==> src/rtl/puf_auth_pkg.sv <==
// Shared types and constants for the PUF authentication verifier.
package puf_auth_pkg;

    localparam int         RESP_W      = 128;
    localparam int         CHUNK_W_DEF = 16;
    localparam int         NUM_CHUNKS  = RESP_W / CHUNK_W_DEF;
    localparam int         TIMEOUT_DEF = 1023;
    localparam logic [7:0] HD_TIMEOUT  = 8'hFF;

    typedef enum logic [2:0] {
        IDLE,
        RESTART,
        WAIT,
        COMPARE,
        DECIDE,
        DONE
    } state_t;

endpackage

==> src/rtl/puf_auth_verifier_popcount.sv <==
// Combinational population count of one comparison chunk.
module popcount_chunk #(
    parameter int CHUNK_W = 16
) (
    input  logic [CHUNK_W-1:0]       bits,
    output logic [$clog2(CHUNK_W):0] count
);

    always_comb begin
        count = '0;
        for (int i = 0; i < CHUNK_W; i++) begin
            count = count + {{$clog2(CHUNK_W){1'b0}}, bits[i]};
        end
    end

endmodule

==> src/rtl/puf_auth_verifier.sv <==
// Restarts a PUF generator, captures its response and checks Hamming distance to a reference.
// done rises 10 edges after the capturing edge (default CHUNK_W); start ignored while busy.
module puf_auth_verifier
    import puf_auth_pkg::*;
#(
    parameter int CHUNK_W = CHUNK_W_DEF,
    parameter int TIMEOUT = TIMEOUT_DEF
) (
    input  logic         clk,
    input  logic         rst,
    input  logic         start,
    input  logic [127:0] ref_resp,
    input  logic [7:0]   threshold,
    input  logic [127:0] puf_resp,
    input  logic         puf_done,
    output logic         puf_rst,
    output logic         busy,
    output logic         done,
    output logic         pass,
    output logic         timeout,
    output logic [7:0]   hd
);

    localparam int NCH   = RESP_W / CHUNK_W;
    localparam int IDX_W = (NCH > 1) ? $clog2(NCH) : 1;
    localparam int CNT_W = $clog2(TIMEOUT + 1);
    localparam int PC_W  = $clog2(CHUNK_W) + 1;

    state_t              state_q, state_d;
    logic                rst_cnt;
    logic [CNT_W-1:0]    wait_cnt;
    logic [IDX_W-1:0]    idx;
    logic [7:0]          acc;
    logic [7:0]          thr_q;
    logic [RESP_W-1:0]   cap_q;
    logic [RESP_W-1:0]   ref_q;
    logic [PC_W-1:0]     pc;
    logic                accept;
    logic                capture;
    logic                expire;

    // Both words shift left each COMPARE cycle, so the top chunk is always the one under test.
    popcount_chunk #(.CHUNK_W(CHUNK_W)) u_popcount (
        .bits  (cap_q[RESP_W-1 -: CHUNK_W] ^ ref_q[RESP_W-1 -: CHUNK_W]),
        .count (pc)
    );

    always_ff @(posedge clk) begin
        if (rst) begin
            state_q <= IDLE;
        end else begin
            state_q <= state_d;
        end
    end

    always_comb begin
        state_d = state_q;
        puf_rst = 1'b1;
        accept  = 1'b0;
        capture = 1'b0;
        expire  = 1'b0;
        case (state_q)
            IDLE, DONE: begin
                if (start) begin
                    accept  = 1'b1;
                    state_d = RESTART;
                end
            end
            RESTART: begin
                if (rst_cnt) begin
                    state_d = WAIT;
                end
            end
            WAIT: begin
                puf_rst = 1'b0;
                // A flag left over from the previous run is ignored on the first WAIT cycle.
                if (wait_cnt != '0 && puf_done) begin
                    capture = 1'b1;
                    state_d = COMPARE;
                end else if (wait_cnt == CNT_W'(TIMEOUT - 1)) begin
                    expire  = 1'b1;
                    state_d = DONE;
                end
            end
            COMPARE: begin
                puf_rst = 1'b0;
                if (idx == IDX_W'(NCH - 1)) begin
                    state_d = DECIDE;
                end
            end
            DECIDE: begin
                puf_rst = 1'b0;
                state_d = DONE;
            end
            default: state_d = IDLE;
        endcase
    end

    always_ff @(posedge clk) begin
        if (rst) begin
            rst_cnt  <= 1'b0;
            wait_cnt <= '0;
            idx      <= '0;
            acc      <= '0;
            thr_q    <= '0;
            cap_q    <= '0;
            ref_q    <= '0;
            busy     <= 1'b0;
            done     <= 1'b0;
            pass     <= 1'b0;
            timeout  <= 1'b0;
            hd       <= '0;
        end else begin
            if (accept) begin
                ref_q    <= ref_resp;
                thr_q    <= threshold;
                rst_cnt  <= 1'b0;
                wait_cnt <= '0;
                busy     <= 1'b1;
                done     <= 1'b0;
                pass     <= 1'b0;
                timeout  <= 1'b0;
                hd       <= '0;
            end else if (state_q == DONE) begin
                done <= 1'b1;
                busy <= 1'b0;
            end
            if (state_q == RESTART) begin
                rst_cnt <= ~rst_cnt;
            end
            if (state_q == WAIT) begin
                wait_cnt <= wait_cnt + CNT_W'(1);
            end
            if (capture) begin
                cap_q <= puf_resp;
                idx   <= '0;
                acc   <= '0;
            end
            if (expire) begin
                hd      <= HD_TIMEOUT;
                timeout <= 1'b1;
                pass    <= 1'b0;
                cap_q   <= '0;
                ref_q   <= '0;
            end
            if (state_q == COMPARE) begin
                acc   <= acc + 8'(pc);
                cap_q <= cap_q << CHUNK_W;
                ref_q <= ref_q << CHUNK_W;
                idx   <= idx + IDX_W'(1);
            end
            // Secrets are wiped as the run finishes.
            if (state_q == DECIDE) begin
                hd    <= acc;
                pass  <= (acc <= thr_q);
                cap_q <= '0;
                ref_q <= '0;
            end
        end
    end

endmodule

==> config.mk <==
export PLATFORM = sky130hd
export DESIGN_NAME = puf_auth_verifier
export DESIGN_NICKNAME = d
export VERILOG_FILES = /design/src/rtl/puf_auth_pkg.sv /design/src/rtl/puf_auth_verifier_popcount.sv /design/src/rtl/puf_auth_verifier.sv
export SDC_FILE = /design/constraint.sdc
export NUM_CORES = 1
export LEC_CHECK = 0
export ABC_AREA = 1
export BUFFER_PORTS_ARGS = -buffer_cell sky130_fd_sc_hd__buf_2
export CORE_MARGIN = 4
export CORE_UTILIZATION = 55
export CTS_CLUSTER_DIAMETER = 60
export DETAILED_ROUTE_END_ITERATION = 8
export PLACE_DENSITY = 0.83
export SYNTH_ARGS = -nofsm -noshare
export SYNTH_HDL_FRONTEND = slang
export SYNTH_SLANG_ARGS = --single-unit
==> constraint.sdc <==
create_clock -name clk -period 5.2 [get_ports clk]
set_input_delay 1.04 -clock clk [delete_from_list [all_inputs] [get_ports clk]]
set_output_delay 1.04 -clock clk [all_outputs]
set_load 0.005 [all_outputs]
# After elaboration in Yosys (flattened, before gate mapping)
# Index checks and enable logic that the tools add are counted.
[classes]
muxes = 36
magnitude_cmp = 1
reduce_logical = 17
n_eq_ne = 11
bitwise = 2
n_addsub = 18
[op_table]
columns = ["op", "count"]
rows = [
  ["two-way mux 128 bit", 6],
  ["adder 5 x 1 -> 5 bit", 14],
  ["two-way mux 8 bit", 5],
  ["two-way mux 3 bit", 7],
  ["two-way mux 10 bit", 2],
  ["bitwise XOR 16 bit", 1],
  ["two-way mux 1 bit", 15],
  ["one-hot mux 3 bit (5 select lines)", 1],
  ["adder 10 x 1 -> 10 bit, second input constant", 1],
  ["equality test 10 bit, second input constant", 1],
  ["nonzero test 10 bit", 1],
  ["nonzero test 2 bit", 5],
  ["equality test 3 bit, second input constant", 3],
  ["nonzero test 3 bit", 3],
  ["adder 8 x 5 -> 8 bit", 1],
  ["less-or-equal comparator 8 bit", 1],
  ["equality test 3 x 2 -> 1 bit, second input constant", 2],
  ["inequality test 2 bit, second input constant", 3],
  ["OR reduction 2 bit", 3],
  ["AND reduction 4 bit", 1],
  ["OR reduction 4 bit", 1],
  ["adder 3 x 1 -> 3 bit, second input constant", 1],
  ["equality test 3 x 1 -> 1 bit, second input constant", 1],
  ["logical NOT 3 bit", 1],
  ["other kinds (5)", 5],
]
[totals]
out_inout_bits = 13
reg_bits = 301
inputBits = 268

# Longest topological paths before layout
# Gate-level depths: netlist of run 1.
[depth]
word_depth = 18
mapped_depth = 22
ltp_nobuf = 22

# Hierarchy
# A second synthesis of run 1 with hierarchy kept.
[unflattened]
hier_cells = 2125
hier_area_um2 = 15208.3
[by_module_without_submodules]
columns = ["module", "n_inst", "area_each_um2", "seq_area_each_um2", "cells_per_inst"]
rows = [
  ["puf_auth_verifier", 1, 14779.2, 6025.8, 2069],
  ["popcount_chunk", 1, 429.2, 0.0, 56],
]

# Worst setup path before layout of run 1
# OpenSTA, ideal clock, no wires.
[synth_timing]
path_type = "register to register"
startpoint = "register cap_q[113]"
endpoint = "register acc[6]"
path_buffers = 0
path_slack_ns = 0.566
stages_incl_launch_ff = 21
synth_period_minus_slack_ns = 4.634
t_required_ns = 5.084
arrival_time_ns = 4.518
cell_sequence = "dfxtp_1 -> xor2_1 -> ha_1 -> fa_1 -> fa_1 -> fa_1 -> fa_1 -> inv_1 -> fa_1 -> fa_1 -> fa_1 -> inv_1 -> nand2_1 -> nand2_1 -> nand2_1 -> nand2_1 -> nand2_1 -> a21oi_1 -> nand2_1 -> nand2_1 -> a21oi_1"
[synth_via]
elab_chain_len = 18
[synth_rtl]
columns = ["element", "line_no", "rtl"]
rows = [
  ["start: declaration", "puf_auth_verifier.sv:35", "logic [RESP_W-1:0] cap_q;"],
  ["start signal: assignment", "puf_auth_verifier.sv:135", "cap_q <= puf_resp;"],
  ["start signal: assignment", "puf_auth_verifier.sv:148", "cap_q <= cap_q << CHUNK_W;"],
  ["bitwise XOR 16 bit", "puf_auth_verifier.sv:44", ".bits (cap_q[RESP_W-1 -: CHUNK_W] ^ ref_q[RESP_W-1 -: CHUNK_W]),"],
  ["adder 1 x 1 -> 2 bit", "puf_auth_verifier_popcount.sv:12", "count = count + {{$clog2(CHUNK_W){1'b0}}, bits[i]};"],
  ["adder 5 x 1 -> 5 bit (14 in a row)", "puf_auth_verifier_popcount.sv:12", ""],
  ["adder 8 x 5 -> 8 bit", "puf_auth_verifier.sv:147", "acc <= acc + 8'(pc);"],
  ["two-way mux 8 bit", "puf_auth_verifier.sv:146", "if (state_q == COMPARE) begin"],
  ["end signal: assignment", "puf_auth_verifier.sv:147", ""],
  ["end: declaration", "puf_auth_verifier.sv:33", "logic [7:0] acc;"],
]
# No other way between the ends.
# A chain may end at the register's enable or synchronous reset.

# Worst setup path in the final report of run 1
[layout_timing]
startpoint = "register ref_q[113]"
endpoint = "register acc[6]"
[layout_via]
elab_chain_len = 18
[layout_rtl]
columns = ["element", "line_no", "rtl"]
rows = [
  ["start: declaration", "puf_auth_verifier.sv:36", "logic [RESP_W-1:0] ref_q;"],
  ["start signal: assignment", "puf_auth_verifier.sv:115", "ref_q <= ref_resp;"],
  ["start signal: assignment", "puf_auth_verifier.sv:149", "ref_q <= ref_q << CHUNK_W;"],
  ["bitwise XOR 16 bit", "puf_auth_verifier.sv:44", ""],
  ["adder 1 x 1 -> 2 bit", "puf_auth_verifier_popcount.sv:12", ""],
  ["adder 5 x 1 -> 5 bit (14 in a row)", "puf_auth_verifier_popcount.sv:12", ""],
  ["adder 8 x 5 -> 8 bit", "puf_auth_verifier.sv:147", ""],
  ["two-way mux 8 bit", "puf_auth_verifier.sv:146", ""],
]
# No other way between the ends.

==> results of run 1 <==
## worst register-to-register path, stage by stage (launching register included)
cell	delay [ns]
sky130_fd_sc_hd__dfxtp_1	0.36
sky130_fd_sc_hd__xor2_1	0.17
sky130_fd_sc_hd__ha_1	0.26
sky130_fd_sc_hd__fa_1	0.50
sky130_fd_sc_hd__fa_1	0.43
sky130_fd_sc_hd__fa_1	0.49
sky130_fd_sc_hd__fa_1	0.50
sky130_fd_sc_hd__inv_1	0.05
sky130_fd_sc_hd__fa_1	0.41
sky130_fd_sc_hd__fa_1	0.52
sky130_fd_sc_hd__fa_1	0.40
sky130_fd_sc_hd__inv_1	0.10
sky130_fd_sc_hd__nand2_1	0.06
sky130_fd_sc_hd__nand2_1	0.06
sky130_fd_sc_hd__nand2_1	0.07
sky130_fd_sc_hd__nand2_1	0.06
sky130_fd_sc_hd__nand2_1	0.08
sky130_fd_sc_hd__a21oi_2	0.15
sky130_fd_sc_hd__nand2_1	0.06
sky130_fd_sc_hd__nand2_1	0.06
sky130_fd_sc_hd__a21oi_1	0.05
## flip-flops by register name (all words and copies together), names as in the netlist
register,count
timeout,1
state_q,3
done,1
thr_q,8
busy,1
rst_cnt,1
acc,8
cap_q,128
pass,1
wait_cnt,10
ref_q,128
idx,3
hd,8
## stage by stage
step / utilization [%] / hold WS (ns)
after detailed placement: 60.4 / 0.440
after global placement: 60.4 / 0.438
after global routing: 64.5 / 0.481
final: 64.5 / 0.458
after floorplan: - / 0.433
after CTS: 64.4 / 0.461
## Yosys cell counts (2+ instances only)
cell and number:
sky130_fd_sc_hd__a21oi_1 210, sky130_fd_sc_hd__buf_1 11, sky130_fd_sc_hd__buf_2 97, sky130_fd_sc_hd__buf_4 10
sky130_fd_sc_hd__clkbuf_1 48, sky130_fd_sc_hd__clkinv_1 2, sky130_fd_sc_hd__dfxtp_1 301, sky130_fd_sc_hd__fa_1 11
sky130_fd_sc_hd__ha_1 23, sky130_fd_sc_hd__inv_1 207, sky130_fd_sc_hd__inv_2 11, sky130_fd_sc_hd__nand2_1 870
sky130_fd_sc_hd__nand3_1 37, sky130_fd_sc_hd__nand3_2 3, sky130_fd_sc_hd__nand3b_1 93, sky130_fd_sc_hd__nand4_1 122
sky130_fd_sc_hd__nor2_1 219, sky130_fd_sc_hd__nor3_1 7, sky130_fd_sc_hd__o21ai_0 40, sky130_fd_sc_hd__o31ai_1 2
sky130_fd_sc_hd__xnor2_1 3, sky130_fd_sc_hd__xor2_1 15
## cell usage in the layout (no fill, tap or decap), types with 3 or more instances in the layout
cell,count
sky130_fd_sc_hd__xor2_1,15
sky130_fd_sc_hd__buf_4,18
sky130_fd_sc_hd__o21ai_0,40
sky130_fd_sc_hd__nor3_1,7
sky130_fd_sc_hd__nand3_1,37
sky130_fd_sc_hd__clkinv_2,6
sky130_fd_sc_hd__a21oi_1,208
sky130_fd_sc_hd__ha_1,23
sky130_fd_sc_hd__clkbuf_16,37
sky130_fd_sc_hd__nand3b_1,93
sky130_fd_sc_hd__buf_2,280
sky130_fd_sc_hd__nand4_1,122
sky130_fd_sc_hd__nor2_1,217
sky130_fd_sc_hd__clkbuf_8,6
sky130_fd_sc_hd__inv_2,8
sky130_fd_sc_hd__nand2_1,868
sky130_fd_sc_hd__xnor2_1,3
sky130_fd_sc_hd__dfxtp_1,301
sky130_fd_sc_hd__clkbuf_1,10
sky130_fd_sc_hd__diode_2,4
sky130_fd_sc_hd__fa_1,11
sky130_fd_sc_hd__inv_1,207
## layer usage
layer | wire [um] | part of all wire (%) | track usage (%) | up-vias
li1 | - | - | - | 7748
met1 | 18400 | 43 | 35.4 | 7032
met2 | 19900 | 47 | 42.5 | 564
met3 | 2780 | 6.6 | 3.81 | 96
met4 | 1350 | 3.2 | 9.03 | 4
met5 | 21 | 0.050 | 0 | -
## final timing paths
check,from,endpoint,slack [ns],depth (start not counted)
worst max-delay path,ref_q[113],acc[6],0.23,20
worst min register to register,ref_q[3],ref_q[3],0.46,2
worst max register to register,ref_q[113],acc[6],0.23,20
worst min-delay path,ref_q[3],ref_q[3],0.46,2
## power by group through the flow
stage               clock, mW  combinational [mW]  sequential (mW)
floorplan                   0                1.99             2.94
global placement            0                2.47             2.99
detailed placement          0                2.56             3.01
CTS                      2.40                2.59             2.97
global route             2.52                2.93             3.02
finish                   2.36                2.60             2.97
## final cells by class
cell class | count | area (um2)
fillers | 2517 | 9840
clock inverters | 6 | 58.8
multi-input cells | 1663 | 7840
clock buffers | 53 | 1050
inverters | 220 | 836
diodes | 4 | 10.0
repair buffers | 300 | 1580
well taps | 378 | 473
flip-flops and latches | 301 | 6030
## cells by family after synthesis
group	synth area share [%]
compound gates	8.45
xor+xnor	1.02
fa+ha+maj	3.29
buf+inv	10.4
flops	39.0
simple gates	37.8
==> run summary, run 1 <==
The count of yosys warnings during synthesis is 0. Together, buffers and inverters on the worst path number 2. The clock network burns 29.8% of the power. The arrival time of the worst setup path is 5.34 ns, and the share of the yosys chip area belonging to registers is 39.0%. Sequential cells burn 37.5% of the power. The detailed-route wire length came out at 42400 um. By area the synthesized netlist is led by sky130_fd_sc_hd__dfxtp_1 39%, sky130_fd_sc_hd__nand2_1 21%, sky130_fd_sc_hd__a21oi_1 6.8%.

After detailed routing, the number of remaining DRC violations is 0. For this block, the initial DRC count from the detailed router was 1688. Summed over all layers, the global routing overflow is 0.

Count of flip-flops with a built-in enable after synthesis: 0. The mapped netlist covers 15400 um2. The total area inside the core boundary comes to 27700 um2. In this run switching power makes up 35.6% of total power. The smallest clock period supported by the final layout is computed as 4.97 ns. The clock transition at the registers of the reported paths was 0.06 ns; the area added between synthesis and finish was 15.8%. For the full die area, the log shows 30800 um2. Once placement completed, the tool counted placed cells totaling 2862.

In the synthesized netlist the async set-or-reset flop fraction comes to 0%. The count of pins on the block boundary was 281; the placed standard-cell area was 16700 um2. The worst path uses 95.6% of the clock period. Counting flops and latches in the post-synthesis netlist gives 301.

Yosys mapped the design onto 30 distinct sky130hd cell types. For this run, the top clock speed supported by timing is 201 MHz. The count of final hold-check violations was 0; the starting utilization of the core area was 55.7%. The tools report the final max-slew violation count as 0. The vertical die dimension was 176 um.

The synthesized design spends more area on one cell type than any other, namely sky130_fd_sc_hd__dfxtp_1. In the post-route analysis, the smallest setup slack over all paths is 0.228 ns. The worst pin sits at a relative slew slack of 25.9%. The number of buffers created by CTS was 35. For this run, the slowest stage of the critical path takes 0.52 ns. The number of vias per cell is 5.28. The logs give 6 for the number of antenna violations at the first check in global routing and 5 for the total iterations of the first detailed-routing run. In the final routed layout, each cell accounts on average for 14.5 um. Count of final setup violators: 0.

Post-layout total power: 7.93 mW. Synthesis produced a netlist with a net count of 2652. For the clock skew, the log shows 0.0224 ns. The maximum level of the CTS H-tree was 2. Number of global-route vias before repair: 14400.

The relative contribution of combinational cells to total power was 32.7%; the pin count of the biggest net entering global routing was 154. The total number of vias is 15400. The signal on the critical path passes through xor2_1 > ha_1 > fa_1 > fa_1 > fa_1 > fa_1 > inv_1 > fa_1 > fa_1 > fa_1 > inv_1 > nand2_1 > nand2_1 > nand2_1 > nand2_1 > nand2_1 > a21oi_2 > nand2_1 > nand2_1 > a21oi_1. At the end of routability-driven placement, the weighted congestion stood at 0.873.

For the internal power contribution, the log shows 5.11 mW. Once detail routing completed, the nets flagged for antenna violations numbered 0. The tools report the all-layer global routing usage as 26.0%. The cell family contributing the most delay on the critical path is adder cells. The wire length of the first global-routing pass is 68600 um, and the buffer levels on the longest clock path is 3. The pre-CTS setup slack came out at 0.230 ns. In this run the power density over the cells is 444 nW/um2.

TritonCTS built the clock tree. The die is 176 um wide. In this run the mean area of a mapped cell was 6.57 um2. The fraction of synthesized cell area taken by the top area cell type came out at 39.0%. For this design the static power due to leakage is 8.89 nW. The buffer type at the clock tree root is sky130_fd_sc_hd__clkbuf_16. STA classifies the critical path endpoint as a register. Input and output buffers added on the ports amount to 280. Cells with a size suffix above 1 make up 14.7% of the layout.

The worst setup path is launched from a register. At the pin with the least slew margin, the transition time is 1.11 ns. Final layout net count: 2823. Path type of the worst setup path: register to register. Setup total negative slack on the finished layout was measured at 0 ns. Among all stages on the critical path, the largest delay is contributed by sky130_fd_sc_hd__fa_1. After routing the design area is 17900 um2. The synthesized instance count came out at 2350. In the synthesized netlist the dominant register cell turns out to be sky130_fd_sc_hd__dfxtp_1.

The logs give 301 for the clock sink count and 0.50 ns for the latest clock arrival within the worst-skew pair. The floorplan has 61 rows. Setup repair after global routing left no endpoint under its margin.

Number of standard cells in the final layout excluding fillers: 2925. The maximum fanout along the worst path was 3; the number of max-cap violations was 0. Post-CTS resize count: 0.

The run finished with clean final reports. The path class of the tightest hold or removal check is register to register. Summed over all nets, the half-perimeter wirelength after detailed placement is 27500 um. The number of hold buffers added after CTS was 0.

The data required time at the worst endpoint is 5.57 ns. The switching power was 2.82 mW. IR analysis of the VDD net gives a maximum drop of 0.264 mV. The tools report the number of setup buffers added after CTS as 0.
Power figures use the tool's default switching activity.
==> run 2: changes to the inputs <==
- ABC_AREA: 1 -> unset
- CORE_UTILIZATION: 55 -> 30
- PLACE_DENSITY: 0.83 -> 0.53
- SYNTH_HIERARCHICAL: unset -> 1
==> run summary, run 2 <==
The flow ran to the end, and the final reports show no timing, DRC or antenna violations. The logs give 207 MHz for the highest achievable clock rate and 3700 um for the met3 layer wire length in the routed design. The number of global-route vias before repair was 12900. After technology mapping, the gate count stands at 1589.

The number of antenna violations at the first check in global routing is 19. The number of buffers created by CTS came out at 39. Setup slack on the critical path of the routed design comes to 0.371 ns. The logs give 36.5% for the portion of total power attributed to sequential cells and 28.5% for the relative contribution of combinational cells to total power. The critical path goes through xor2_1 > inv_1 > fa_1 > fa_1 > fa_1 > fa_1 > inv_1 > ha_1 > inv_1 > fa_1 > xnor2_1 > ha_1 > o21ai_0 > o21a_1 > or4_1 > a31oi_1. In the final layout, the registers with the most flip-flops are cap_q: 128 flops, ref_q: 128 flops, wait_cnt: 10 flops. The commonest cells after synthesis are 301 x sky130_fd_sc_hd__dfxtp_1, 226 x sky130_fd_sc_hd__o22ai_1, 225 x sky130_fd_sc_hd__a22oi_1. The clock sink count is 301. The logs give 6 for the count of yosys warnings during synthesis and 5.30 ns for the arrival time of the worst setup path.

The maximum level of the CTS H-tree was 2. The synthesized area per cell works out to 8.64 um2. The tools report the last weighted congestion value of the routability-driven placer as 0.825.

Worst hold-check path type: register to register. After the first detailed-routing iteration, the DRC count stood at 1115. The logs give 0.54 ns for the latest clock arrival within the worst-skew pair and 30.3% for the starting utilization of the core area. The buffer levels on the longest clock path was 3.

After detailed routing, the average wire length per cell comes to 21.3 um. The number of port buffers is 280. The share of the Yosys chip area taken by registers is 43.9%. The register-to-register setup slack is 0.37 ns, and the full die area is 49200 um2. The largest single stage delay on the critical path is 0.57 ns. For the worst setup path, the data required time is 5.67 ns. Summed over all layers, the global routing overflow is 0. Detailed-route wire length: 50600 um. The routed design uses 24100 um of met2 wire. Summing all non-filler instances in the final layout gives an area of 16800 um2. The number of buffers and inverters on the critical path is 3. The core region is 45300 um2. STA classifies the critical path endpoint as a register.

The final layout net count is 2042, and the horizontal die dimension is 222 um. The number of nets in the synthesized netlist is 1891. Setup repair after global routing left no endpoint under its margin. Vertical die dimension: 222 um. The post-route core utilization is 37.1%.

In the routed design, unresolved DRC markers number 0. Summed over all cells, the static leakage comes to 6.10 nW. The count of final hold-check violations is 0, and the power per unit of standard cell area is 467 nW/um2. The slew at the pin closest to its max-slew limit works out to 1.10 ns. The tools report the count of final setup violators as 0.

By area the synthesized netlist is led by sky130_fd_sc_hd__dfxtp_1 44%, sky130_fd_sc_hd__a22oi_1 12%, sky130_fd_sc_hd__o22ai_1 10%. For this block, wires on met1 add up to 21700 um. Number of cell rows: 78. The run gives 0 as the post-CTS resize count.

The run gives 15500 um2 as the placed standard-cell area. Final max-slew violation count: 0. VDD sags by at most 0.276 mV.

The primary flip-flop cell chosen by synthesis mapping is sky130_fd_sc_hd__dfxtp_1. Subtracting the final worst setup slack from the clock period gives 4.83 ns. The share of total power dissipated in the clock network is 35.0%. The largest total area in the synthesized netlist belongs to sky130_fd_sc_hd__dfxtp_1. For this run, asynchronously set or reset flops after synthesis account for 0%. Across every metal layer, demand over resource in global routing totals 19.3%. The most frequent cell on the critical path was sky130_fd_sc_hd__fa_1.

The maximum fanout along the worst path is 5. The top cell types in the final layout, fill and taps aside, are 301 x sky130_fd_sc_hd__dfxtp_1, 280 x sky130_fd_sc_hd__buf_2, 226 x sky130_fd_sc_hd__o22ai_1, 225 x sky130_fd_sc_hd__a22oi_1, 124 x sky130_fd_sc_hd__nand3_1. Counting flops and latches in the post-synthesis netlist gives 301. Leaving out fill and tap cells, the most frequent cell in the layout is sky130_fd_sc_hd__dfxtp_1. TritonCTS built the clock tree.

The pre-antenna-repair detailed-routing pass consisted of 6 iterations. Of the post-synthesis cell area, the dominant cell type holds 43.9%. In this run the remaining antenna-violating nets after routing total 0.

Summed over all nets, the switching power comes to 2.75 mW. Dividing the detail-routed via count by the number of cells gives 5.74. Max-cap violations in this run came to 0. The count of flip-flops with a built-in enable after synthesis was 0.

The fraction of layout cells with a size suffix above 1 works out to 21.5%. Largest delay contributor family on the critical path: adder cells. Summed over all failing endpoints, the final setup total negative slack is 0 ns. Yosys instantiated no cell more often than sky130_fd_sc_hd__dfxtp_1.

The cell area after technology mapping was 13700 um2; the area added between synthesis and finish was 22.5%. The buffer type at the clock tree root is sky130_fd_sc_hd__clkbuf_16. Across all layers, the routed design uses 13700 vias. Topmost layer with routed signal wires: met5.

Once the clock tree was built, the setup fixing pass inserted 0 buffers. Kind of start point of the critical path: a register. Dividing the final minimum period by the clock period gives 92.9%.

The count of pins on the block boundary is 281, and the internal power contribution is 5.10 mW. Before CTS, the worst setup slack after placement is 0.391 ns. The clock transition at the registers of the reported paths works out to 0.06 ns. The total half-perimeter wirelength after legalization and detailed placement was 32200 um; the worst relative slew slack was 26.6%. In this run switching power makes up 35.0% of total power.

The path type of the worst setup path is register to register. The run gives 0 as the number of buffers added to fix hold violations after cts. The distinct cell type count after synthesis is 56. For the wire length of the first global-routing pass, the log shows 77100 um. Among all stages on the critical path, the largest delay is contributed by sky130_fd_sc_hd__fa_1. On the final layout, the worst clock skew is 0.0213 ns. The pin count of the biggest net entering global routing was 127.
## run 2: changes by cell type after synthesis, sizes merged, moves of 32 or more
cell / delta
a22oi: +225
inv: -180
nand2: -764
buf: -82
nand3: +84
nand3b: -91
o21ai: -32
o22ai: +225
clkbuf: +111
nor2: -201
a21oi: -137
## run 2: area by class of cell
type,count,area (um2)
sequential,301,6030
tap,600,751
fill,4729,28500
clock buffer,59,1160
timing repair buffer,305,1700
multi-input combinational,1055,6860
antenna,11,27.5
clock inverter,12,143
inverter,38,143
## run 2: worst paths after layout
kind / from / cells past startpoint / end
setup / recovery: cap_q[117] / 16 / acc[5]
hold / removal: cap_q[5] / 2 / cap_q[5]
setup reg to reg: cap_q[117] / 16 / acc[5]
hold reg to reg: cap_q[5] / 2 / cap_q[5]
## run 2: logic make-up (layout without fill, tap and decap cells)
family	count (synthesis)	count (layout)	share of synthesized area, %
and+or+nand+nor	420	420	15.9
xor gates and xnor gates	24	24	1.53
other	0	11	0
muxes	1	1	0.0820
AOI/OAI and AO/OA	576	576	28.3
adders and majority gates	34	34	3.70
DFF	301	301	43.9
buffers and inverters	233	414	6.58
## run 2: layer usage
layer / up-vias / GRT usage, %
met2: 485 / 31.0
met5: - / 0
met4: 20 / 5.56
met3: 74 / 4.54
li1: 6434 / -
met1: 6647 / 26.1
## run 2: tightest hold or removal path, stage by stage (launching register included)
cell	delay, ns
sky130_fd_sc_hd__dfxtp_1	0.31
sky130_fd_sc_hd__nand2_1	0.05
sky130_fd_sc_hd__a21oi_1	0.05
## run 2: power by group through the flow
| stage | Sequential, mW | Clock (mW) | Combinational, mW |
|---|---|---|---|
| 3_3_place_gp | 2.90 | 0 | 2.17 |
| 4_1_cts | 2.86 | 2.83 | 2.24 |
| 2_1_floorplan | 2.81 | 0 | 1.58 |
| 6_report | 2.86 | 2.75 | 2.24 |
| 5_1_grt | 2.90 | 2.91 | 2.50 |
| 3_5_place_dp | 2.91 | 0 | 2.21 |
## run 2: stage by stage
stage	instances	power [mW]	hold slack, ns
3_5_place_dp	2299	5.12	0.447
6_report	2381	7.85	0.453
2_1_floorplan	1589	4.39	0.436
3_3_place_gp	2299	5.06	0.442
5_1_grt	2376	8.32	0.469
4_1_cts	2370	7.93	0.455
